File: src/rtl/mbist_mem_collar_if.sv
// Bundle of BIST, functional, SRAM and result-chain signals seen by one
// memory collar. The slave modport is the collar's view; master is the
// view of everything around it (controller, functional logic, SRAM).
interface mbist_mem_collar_if #(
    parameter int unsigned BG_DATA = 2,
    parameter int unsigned ADDR_X  = 2,
    parameter int unsigned ADDR_Y  = 2
);
    localparam int unsigned AW = ADDR_X + ADDR_Y;

    // controller side
    logic                i_mbist_run;
    logic [ADDR_X-1:0]   i_addr_x;
    logic [ADDR_Y-1:0]   i_addr_y;
    logic [BG_DATA-1:0]  i_data;
    logic                i_cs;
    logic                i_we;
    logic                i_re;
    logic                i_comp_en;
    logic                o_fail_flag;
    logic                i_shift_result;
    logic                si;
    logic                so;

    // functional side
    logic [AW-1:0]       func_addr;
    logic [BG_DATA-1:0]  func_wdata;
    logic                func_cs;
    logic                func_we;
    logic [BG_DATA-1:0]  func_rdata;

    // SRAM side
    logic [AW-1:0]       mem_addr;
    logic [BG_DATA-1:0]  mem_wdata;
    logic                mem_cs;
    logic                mem_we;
    logic [BG_DATA-1:0]  mem_rdata;

    modport slave (
        input  i_mbist_run, i_addr_x, i_addr_y, i_data,
        input  i_cs, i_we, i_re, i_comp_en,
        output o_fail_flag,
        input  i_shift_result, si,
        output so,
        input  func_addr, func_wdata, func_cs, func_we,
        output func_rdata,
        output mem_addr, mem_wdata, mem_cs, mem_we,
        input  mem_rdata
    );

    modport master (
        output i_mbist_run, i_addr_x, i_addr_y, i_data,
        output i_cs, i_we, i_re, i_comp_en,
        input  o_fail_flag,
        output i_shift_result, si,
        input  so,
        output func_addr, func_wdata, func_cs, func_we,
        input  func_rdata,
        input  mem_addr, mem_wdata, mem_cs, mem_we,
        output mem_rdata
    );
endinterface

File: src/rtl/mbist_mem_collar.sv
// Memory-side BIST collar: steers BIST or functional traffic into one SRAM,
// compares BIST reads against the expected background after the SRAM read
// latency, and accumulates fails into a serially unloadable result register
// {fail_sticky, fail_cnt, first_addr{y,x}, first_xor}.
module mbist_mem_collar #(
    parameter int unsigned BG_DATA    = 2,
    parameter int unsigned ADDR_X     = 2,
    parameter int unsigned ADDR_Y     = 2,
    parameter int unsigned RD_LAT     = 1,
    parameter int unsigned FAIL_CNT_W = 4
) (
    input logic               clk,
    input logic               rst,
    mbist_mem_collar_if.slave mif
);
    localparam int unsigned AW      = ADDR_X + ADDR_Y;
    localparam int unsigned RES_W   = 1 + FAIL_CNT_W + AW + BG_DATA;
    localparam int unsigned ADDR_LO = BG_DATA;
    localparam int unsigned CNT_LO  = BG_DATA + AW;
    localparam int unsigned STICKY  = RES_W - 1;

    logic                  run_q;
    logic                  run_rise;
    logic                  launch;
    logic                  mature;
    logic                  mismatch;
    logic [BG_DATA-1:0]    cmp_xor;
    logic [RD_LAT-1:0]     pipe_vld;
    logic [AW-1:0]         pipe_addr [RD_LAT];
    logic [BG_DATA-1:0]    pipe_data [RD_LAT];
    logic [RES_W-1:0]      res;
    logic [FAIL_CNT_W-1:0] fail_cnt;

    // SRAM port steering: BIST during a run, functional otherwise; strobes held off in reset
    always_comb begin
        mif.mem_addr  = mif.func_addr;
        mif.mem_wdata = mif.func_wdata;
        mif.mem_cs    = mif.func_cs;
        mif.mem_we    = mif.func_we;
        if (mif.i_mbist_run) begin
            mif.mem_addr  = {mif.i_addr_y, mif.i_addr_x};
            mif.mem_wdata = mif.i_data;
            mif.mem_cs    = mif.i_cs;
            mif.mem_we    = mif.i_we;
        end
        if (rst) begin
            mif.mem_cs = 1'b0;
            mif.mem_we = 1'b0;
        end
    end

    assign mif.func_rdata = mif.mem_rdata;

    assign run_rise = mif.i_mbist_run & ~run_q;
    assign launch   = mif.i_mbist_run & mif.i_cs & mif.i_re & ~mif.i_we & mif.i_comp_en;
    assign mature   = pipe_vld[RD_LAT-1];
    assign cmp_xor  = pipe_data[RD_LAT-1] ^ mif.mem_rdata;
    assign mismatch = mature & (|cmp_xor);
    assign fail_cnt = res[CNT_LO +: FAIL_CNT_W];

    // Registered copy of the run indicator for start-of-run detection
    always_ff @(posedge clk) begin
        if (rst) run_q <= 1'b0;
        else     run_q <= mif.i_mbist_run;
    end

    // Token valids: a run start flushes tokens in flight but keeps this cycle's launch
    always_ff @(posedge clk) begin
        if (rst) begin
            pipe_vld <= '0;
        end else begin
            pipe_vld[0] <= launch;
            for (int unsigned i = 1; i < RD_LAT; i++)
                pipe_vld[i] <= run_rise ? 1'b0 : pipe_vld[i-1];
        end
    end

    // Token address and expected data travel alongside the valids
    always_ff @(posedge clk) begin
        pipe_addr[0] <= {mif.i_addr_y, mif.i_addr_x};
        pipe_data[0] <= mif.i_data;
        for (int unsigned i = 1; i < RD_LAT; i++) begin
            pipe_addr[i] <= pipe_addr[i-1];
            pipe_data[i] <= pipe_data[i-1];
        end
    end

    // Result register: reset > run-start clear > shift > compare update
    always_ff @(posedge clk) begin
        if (rst) begin
            res <= '0;
        end else if (run_rise) begin
            res <= '0;
        end else if (mif.i_shift_result) begin
            res <= {mif.si, res[RES_W-1:1]};
        end else if (mismatch) begin
            res[STICKY] <= 1'b1;
            if (fail_cnt != '1)
                res[CNT_LO +: FAIL_CNT_W] <= fail_cnt + 1'b1;
            if (!res[STICKY]) begin
                res[ADDR_LO +: AW] <= pipe_addr[RD_LAT-1];
                res[0 +: BG_DATA]  <= cmp_xor;
            end
        end
    end

    assign mif.o_fail_flag = res[STICKY];
    assign mif.so          = res[0];
endmodule

File: src/flat_wrapper.sv
// flat-port wrapper written by rule: the top's interface ports become plain ports
module mbist_mem_collar_flat 
#(
    parameter int unsigned BG_DATA    = 2,
    parameter int unsigned ADDR_X     = 2,
    parameter int unsigned ADDR_Y     = 2,
    parameter int unsigned RD_LAT     = 1,
    parameter int unsigned FAIL_CNT_W = 4
)
  (clk, rst, mif_i_mbist_run, mif_i_addr_x, mif_i_addr_y, mif_i_data, mif_i_cs, mif_i_we, mif_i_re, mif_i_comp_en, mif_o_fail_flag, mif_i_shift_result, mif_si, mif_so, mif_func_addr, mif_func_wdata, mif_func_cs, mif_func_we, mif_func_rdata, mif_mem_addr, mif_mem_wdata, mif_mem_cs, mif_mem_we, mif_mem_rdata);
  mbist_mem_collar_if #(.BG_DATA(BG_DATA), .ADDR_X(ADDR_X), .ADDR_Y(ADDR_Y)) mif_i ();
  input logic clk;
  input logic rst;
  input wire logic [$bits(mif_i.i_mbist_run)-1:0] mif_i_mbist_run;
  input wire logic [$bits(mif_i.i_addr_x)-1:0] mif_i_addr_x;
  input wire logic [$bits(mif_i.i_addr_y)-1:0] mif_i_addr_y;
  input wire logic [$bits(mif_i.i_data)-1:0] mif_i_data;
  input wire logic [$bits(mif_i.i_cs)-1:0] mif_i_cs;
  input wire logic [$bits(mif_i.i_we)-1:0] mif_i_we;
  input wire logic [$bits(mif_i.i_re)-1:0] mif_i_re;
  input wire logic [$bits(mif_i.i_comp_en)-1:0] mif_i_comp_en;
  output wire logic [$bits(mif_i.o_fail_flag)-1:0] mif_o_fail_flag;
  input wire logic [$bits(mif_i.i_shift_result)-1:0] mif_i_shift_result;
  input wire logic [$bits(mif_i.si)-1:0] mif_si;
  output wire logic [$bits(mif_i.so)-1:0] mif_so;
  input wire logic [$bits(mif_i.func_addr)-1:0] mif_func_addr;
  input wire logic [$bits(mif_i.func_wdata)-1:0] mif_func_wdata;
  input wire logic [$bits(mif_i.func_cs)-1:0] mif_func_cs;
  input wire logic [$bits(mif_i.func_we)-1:0] mif_func_we;
  output wire logic [$bits(mif_i.func_rdata)-1:0] mif_func_rdata;
  output wire logic [$bits(mif_i.mem_addr)-1:0] mif_mem_addr;
  output wire logic [$bits(mif_i.mem_wdata)-1:0] mif_mem_wdata;
  output wire logic [$bits(mif_i.mem_cs)-1:0] mif_mem_cs;
  output wire logic [$bits(mif_i.mem_we)-1:0] mif_mem_we;
  input wire logic [$bits(mif_i.mem_rdata)-1:0] mif_mem_rdata;
  assign mif_i.i_mbist_run = mif_i_mbist_run;
  assign mif_i.i_addr_x = mif_i_addr_x;
  assign mif_i.i_addr_y = mif_i_addr_y;
  assign mif_i.i_data = mif_i_data;
  assign mif_i.i_cs = mif_i_cs;
  assign mif_i.i_we = mif_i_we;
  assign mif_i.i_re = mif_i_re;
  assign mif_i.i_comp_en = mif_i_comp_en;
  assign mif_o_fail_flag = mif_i.o_fail_flag;
  assign mif_i.i_shift_result = mif_i_shift_result;
  assign mif_i.si = mif_si;
  assign mif_so = mif_i.so;
  assign mif_i.func_addr = mif_func_addr;
  assign mif_i.func_wdata = mif_func_wdata;
  assign mif_i.func_cs = mif_func_cs;
  assign mif_i.func_we = mif_func_we;
  assign mif_func_rdata = mif_i.func_rdata;
  assign mif_mem_addr = mif_i.mem_addr;
  assign mif_mem_wdata = mif_i.mem_wdata;
  assign mif_mem_cs = mif_i.mem_cs;
  assign mif_mem_we = mif_i.mem_we;
  assign mif_i.mem_rdata = mif_mem_rdata;
  mbist_mem_collar #(.BG_DATA(BG_DATA), .ADDR_X(ADDR_X), .ADDR_Y(ADDR_Y), .RD_LAT(RD_LAT), .FAIL_CNT_W(FAIL_CNT_W)) u_core (.clk(clk), .rst(rst), .mif(mif_i));
endmodule
File: config.mk
export PLATFORM = sky130hd
export DESIGN_NAME = mbist_mem_collar_flat
export DESIGN_NICKNAME = d
export VERILOG_FILES = /design/src/rtl/mbist_mem_collar_if.sv /design/src/rtl/mbist_mem_collar.sv /design/src/flat_wrapper.sv
export SDC_FILE = /design/constraint.sdc
export NUM_CORES = 1
export LEC_CHECK = 0
export BUFFER_PORTS_ARGS = -buffer_cell sky130_fd_sc_hd__buf_2
export CORE_MARGIN = 5
export CORE_UTILIZATION = 46
export CTS_CLUSTER_DIAMETER = 120
export DETAILED_ROUTE_END_ITERATION = 6
export PLACE_DENSITY = 0.76
export RECOVER_POWER = 100
export SYNTH_ARGS = -nofsm -noshare
export SYNTH_HDL_FRONTEND = slang
export SYNTH_SLANG_ARGS = --single-unit
File: constraint.sdc
create_clock -name clk -period 1.9 [get_ports clk]
set_input_delay 0.38 -clock clk [delete_from_list [all_inputs] [get_ports clk]]
set_output_delay 0.38 -clock clk [all_outputs]
set_load 0.005 [all_outputs]
==> results.md <==
Worst setup path:
- The internal reg-to-reg setup slack is 0.29 ns.
- The slowest library cell on the worst path is sky130_fd_sc_hd__clkbuf_1.
- The length in cells of the worst reg-to-reg path is 5.
- The critical path arrival is 1.26 ns.
- The startpoint identified for the worst register-to-register timing path is u_core.res[6].
- The startpoint-to-endpoint class of the critical path is in2out.
- The buffer and inverter count on the worst path is 2.
- The endpoint of the worst register-to-register path is u_core.res[7].
- The kind of cell adding the most delay to the critical path is buffers and inverters.
- Walking the worst path, the cells encountered are clkbuf_1 -> mux2_1 -> buf_2.
- The most critical setup path has its endpoint at mif_mem_addr[0].
- The biggest cell delay along the critical path is 0.39 ns.
- The critical path crosses 3 cells after its start point.
- The worst setup path is captured at a primary output.
- Along the worst path, the maximum fanout reaches 10.
- The worst setup path startpoint is mif_i_mbist_run.
- The type of origin of the critical path is a primary input.
- At the worst endpoint, the required time is 1.52 ns.

STA:
- The setup TNS is 0 ns.
- The worst-case headroom to the max-slew limit is 52.8%.
- The post-route fraction of the period consumed by the critical path is 86.5%.
- The clock period minus worst slack is 1.64 ns.
- At the pin with the least slew margin, the transition time is 0.708 ns.
- Setup repair after global routing left no endpoint under its margin.
- Across the routed clock network, the largest skew measured is 0.00410 ns.
- The count of pins over their slew limit is 0.
- The number of endpoints with negative hold slack in the final report was 0.
- Based on the critical path, the design can be clocked at up to 0.609 GHz.
- Setup violations remaining at the end of the flow were counted as 0.

Global route:
- The global router's overall resource usage is 15.7%.
- The number of global-route vias before repair was 830.
- Entering global routing, the biggest net connects 19 pins.
- The number of antenna violations at the first check in global routing is 0.
- The aggregate global routing overflow is 0.
- The first global-routing pass estimated 3340 um of wire.

Yosys:
- For this run, asynchronously set or reset flops after synthesis account for 0%.
- After synthesis, flip-flops and latches occupy 42.9% of the total area.
- In the post-synthesis netlist, the biggest area contributors are sky130_fd_sc_hd__dfxtp_1, sky130_fd_sc_hd__mux2i_1, sky130_fd_sc_hd__mux2_1.
- Among all flip-flop cells after synthesis, the most frequent one is sky130_fd_sc_hd__dfxtp_1.
- Synthesis produced a netlist with a net count of 114.
- After synthesis the cells add up to 887 sq um.
- The top cell type by total area after synthesis is sky130_fd_sc_hd__dfxtp_1.
- The per-instance average area after synthesis is 10.1 sq um.
- After synthesis the netlist holds a flip-flop and latch count of 19.
- The synthesized design contains 0 enable-type register cells.
- After technology mapping, the gate count stands at 88.
- Yosys printed 0 warnings.
- After synthesis, the netlist uses 30 different library cells.
- Of the post-synthesis cell area, the dominant cell type holds 42.9%.

Routing:
- The antenna violation net count after detailed routing is 0.
- After detailed routing, the average wire length per cell comes to 12.7 um.
- The routed design has 1890 um of wire.
- The number of detailed-route iterations in the first pass is 4.
- The ratio of routed vias to standard cells is 5.11.
- The number of violations reported at the end of detailed-routing iteration 0 is 23.
- In the routed design, unresolved DRC markers number 0.
- The number of vias in the routed layout is 761.

Placed design:
- The count of input and output buffers is 36.
- The placement-stage cell area is 0.00108 sq mm.
- Detailed placement finished with a half-perimeter wire length of 1530 um.
- The congestion estimate from routability-driven global placement came to 0.809.

Flow run:
- The max-cap violation count is 0.

Pwr:
- In this run the static leakage power is 0.450 nW.
- IR analysis of the VDD net gives a maximum drop of 559 uV.
- The total power is 0.747 mW.
- The cell area power density is 700 mW/mm^2.

Clocking:
- Buffers inserted during clock tree synthesis total 3.
- The clock edge transition at the registers on the reported setup and hold paths is 0.11 ns.
- The clock sink total is 19.
- Hold repair after CTS inserted 0 buffers.
- TritonCTS built the clock tree.
- No sink is reached through more buffers than the 2 on the longest clock path.
- The cell at the root of the clock tree is sky130_fd_sc_hd__clkbuf_4.
- The deepest level of the CTS H-tree is 1.
- The number of gates resized after cts is 0.
- The clock reaches the later pin of the worst-skew pair after 0.30 ns.
- The number of setup buffers added after CTS is 0.

Floorplanning:
- The core region is 0.00178 sq mm.
- The total I/O pin count is 37.
- The initial standard-cell utilization of the core is 49.8%.
- From bottom edge to top edge, the die measures 53.9 um.
- The floorplan die area is 0.00291 sq mm.
- The floorplan has 15 rows.
- The overall die width is 53.9 um.

Layout:
- The area of all placed cells without fillers is 0.00107 sq mm.
- The filler cells instantiated in the layout total 168.
- The antenna diode count is 0.
- The signed area change from the synthesized netlist to the final layout is 20.5%.
- Measured on the finished design, the core utilization comes to 59.9%.
- The net count of the finished layout is 151.
- The fraction of final layout cells with drive strength greater than 1 is 25.8%.
- The multi-input gate area in the final layout is 447 sq um.
- The area occupied by registers is 380 sq um.

Worst hold path:
- The tightest min-delay check is of the in2reg type.

Run status:
- The flow ran to the end, and the final reports show no timing, DRC or antenna violations.
synth_stat cells (2+ instances only):
| cell type | number |
|---|---|
| sky130_fd_sc_hd__dfxtp_1 | 19 |
| sky130_fd_sc_hd__a31oi_1 | 2 |
| sky130_fd_sc_hd__nor2_1 | 5 |
| sky130_fd_sc_hd__a21oi_1 | 9 |
| sky130_fd_sc_hd__nor3_1 | 2 |
| sky130_fd_sc_hd__o21ai_0 | 10 |
| sky130_fd_sc_hd__inv_1 | 2 |
| sky130_fd_sc_hd__mux2i_1 | 8 |
| sky130_fd_sc_hd__buf_2 | 2 |
| sky130_fd_sc_hd__mux2_1 | 6 |
| sky130_fd_sc_hd__nor2b_1 | 2 |
| sky130_fd_sc_hd__xnor2_2 | 2 |
| sky130_fd_sc_hd__buf_4 | 2 |
routing by layer:
metal / share of wire, % / global-route usage, % / vias to the layer above / routed length (um)
met5: 0 / 0 / - / 0
met3: 7.8 / 4.43 / 0 / 148
met4: 0 / 6.81 / 0 / 0
met1: 42 / 18.1 / 337 / 799
met2: 50 / 26.8 / 34 / 945
li1: - / - / 390 / -
cell families (layout without fill, tap and decap cells):
group	Yosys count	after routing	share of synthesized area (%)
simple gates	13	13	7.62
xor+xnor	4	4	5.64
fa+ha+maj	1	1	1.41
compound gates	29	29	21.3
buf+inv	8	44	4.51
mux	14	14	16.6
flops	19	19	42.9
registers in the layout (all words and copies together), names as in the netlist:
signal and flops:
u_core.mature 1, u_core.pipe_addr 4, u_core.res 11, u_core.run_q 1, u_core.pipe_data 2
layout by cell type (no fill, tap or decap):
master,count
sky130_fd_sc_hd__buf_2,26
sky130_fd_sc_hd__dfxtp_1,19
sky130_fd_sc_hd__a21oi_1,11
sky130_fd_sc_hd__o21ai_0,10
sky130_fd_sc_hd__clkbuf_1,10
sky130_fd_sc_hd__mux2i_1,8
sky130_fd_sc_hd__mux2_1,6
sky130_fd_sc_hd__nor2_1,5
sky130_fd_sc_hd__clkbuf_4,3
sky130_fd_sc_hd__inv_1,2
sky130_fd_sc_hd__xnor2_2,2
sky130_fd_sc_hd__a211oi_1,2
sky130_fd_sc_hd__nor2b_1,2
sky130_fd_sc_hd__a31oi_1,2
sky130_fd_sc_hd__nor3_1,2
sky130_fd_sc_hd__and3_1,1
sky130_fd_sc_hd__xnor2_1,1
sky130_fd_sc_hd__clkinv_1,1
sky130_fd_sc_hd__nand2b_1,1
sky130_fd_sc_hd__a41oi_1,1
sky130_fd_sc_hd__nand2_1,1
sky130_fd_sc_hd__nor4bb_1,1
sky130_fd_sc_hd__xor2_1,1
sky130_fd_sc_hd__a311oi_1,1
sky130_fd_sc_hd__a211o_1,1
sky130_fd_sc_hd__o211a_1,1
sky130_fd_sc_hd__ha_1,1
sky130_fd_sc_hd__clkinv_2,1
sky130_fd_sc_hd__buf_1,1
worst min-delay path by stage:
stage	from	endpoint	slack, ns	cells past startpoint
2_1_floorplan	mif_i_addr_x[0]	u_core.pipe_addr[0][0]	0.41	0
4_1_cts	mif_i_addr_x[0]	u_core.pipe_addr[0][0]	0.18	1
6_report	mif_i_addr_y[0]	u_core.pipe_addr[0][2]	0.19	1
3_5_place_dp	mif_i_addr_x[0]	u_core.pipe_addr[0][0]	0.50	1
5_1_grt	mif_i_addr_x[0]	u_core.pipe_addr[0][0]	0.17	1
3_3_place_gp	mif_i_addr_x[1]	u_core.pipe_addr[0][1]	0.49	1
area by class of cell:
type / instances / area share [%]
tap: 25 / 2.93
multi-input combinational: 61 / 41.8
timing repair buffer: 37 / 16.0
inverter: 3 / 1.05
clock buffer: 3 / 2.11
sequential: 19 / 35.6
clock inverter: 1 / 0.468
through the flow:
step           cells  hold WS [ns]  setup slack [ns]
3_3_place_gp     145         0.493             0.387
4_1_cts          149         0.180             0.424
6_report         149         0.186             0.257
3_5_place_dp     145         0.497             0.337
5_1_grt          149         0.170             0.133
2_1_floorplan     88         0.408             0.544
where the power goes:
part	internal, mW	switching [mW]	leakage [nW]	total (mW)
Clock	0.0784	0.126	0.0177	0.204
Combinational	0.0574	0.0554	0.275	0.113
Sequential	0.417	0.0131	0.157	0.430
Total	0.553	0.194	0.450	0.747
(Power assumes the default switching activity.)
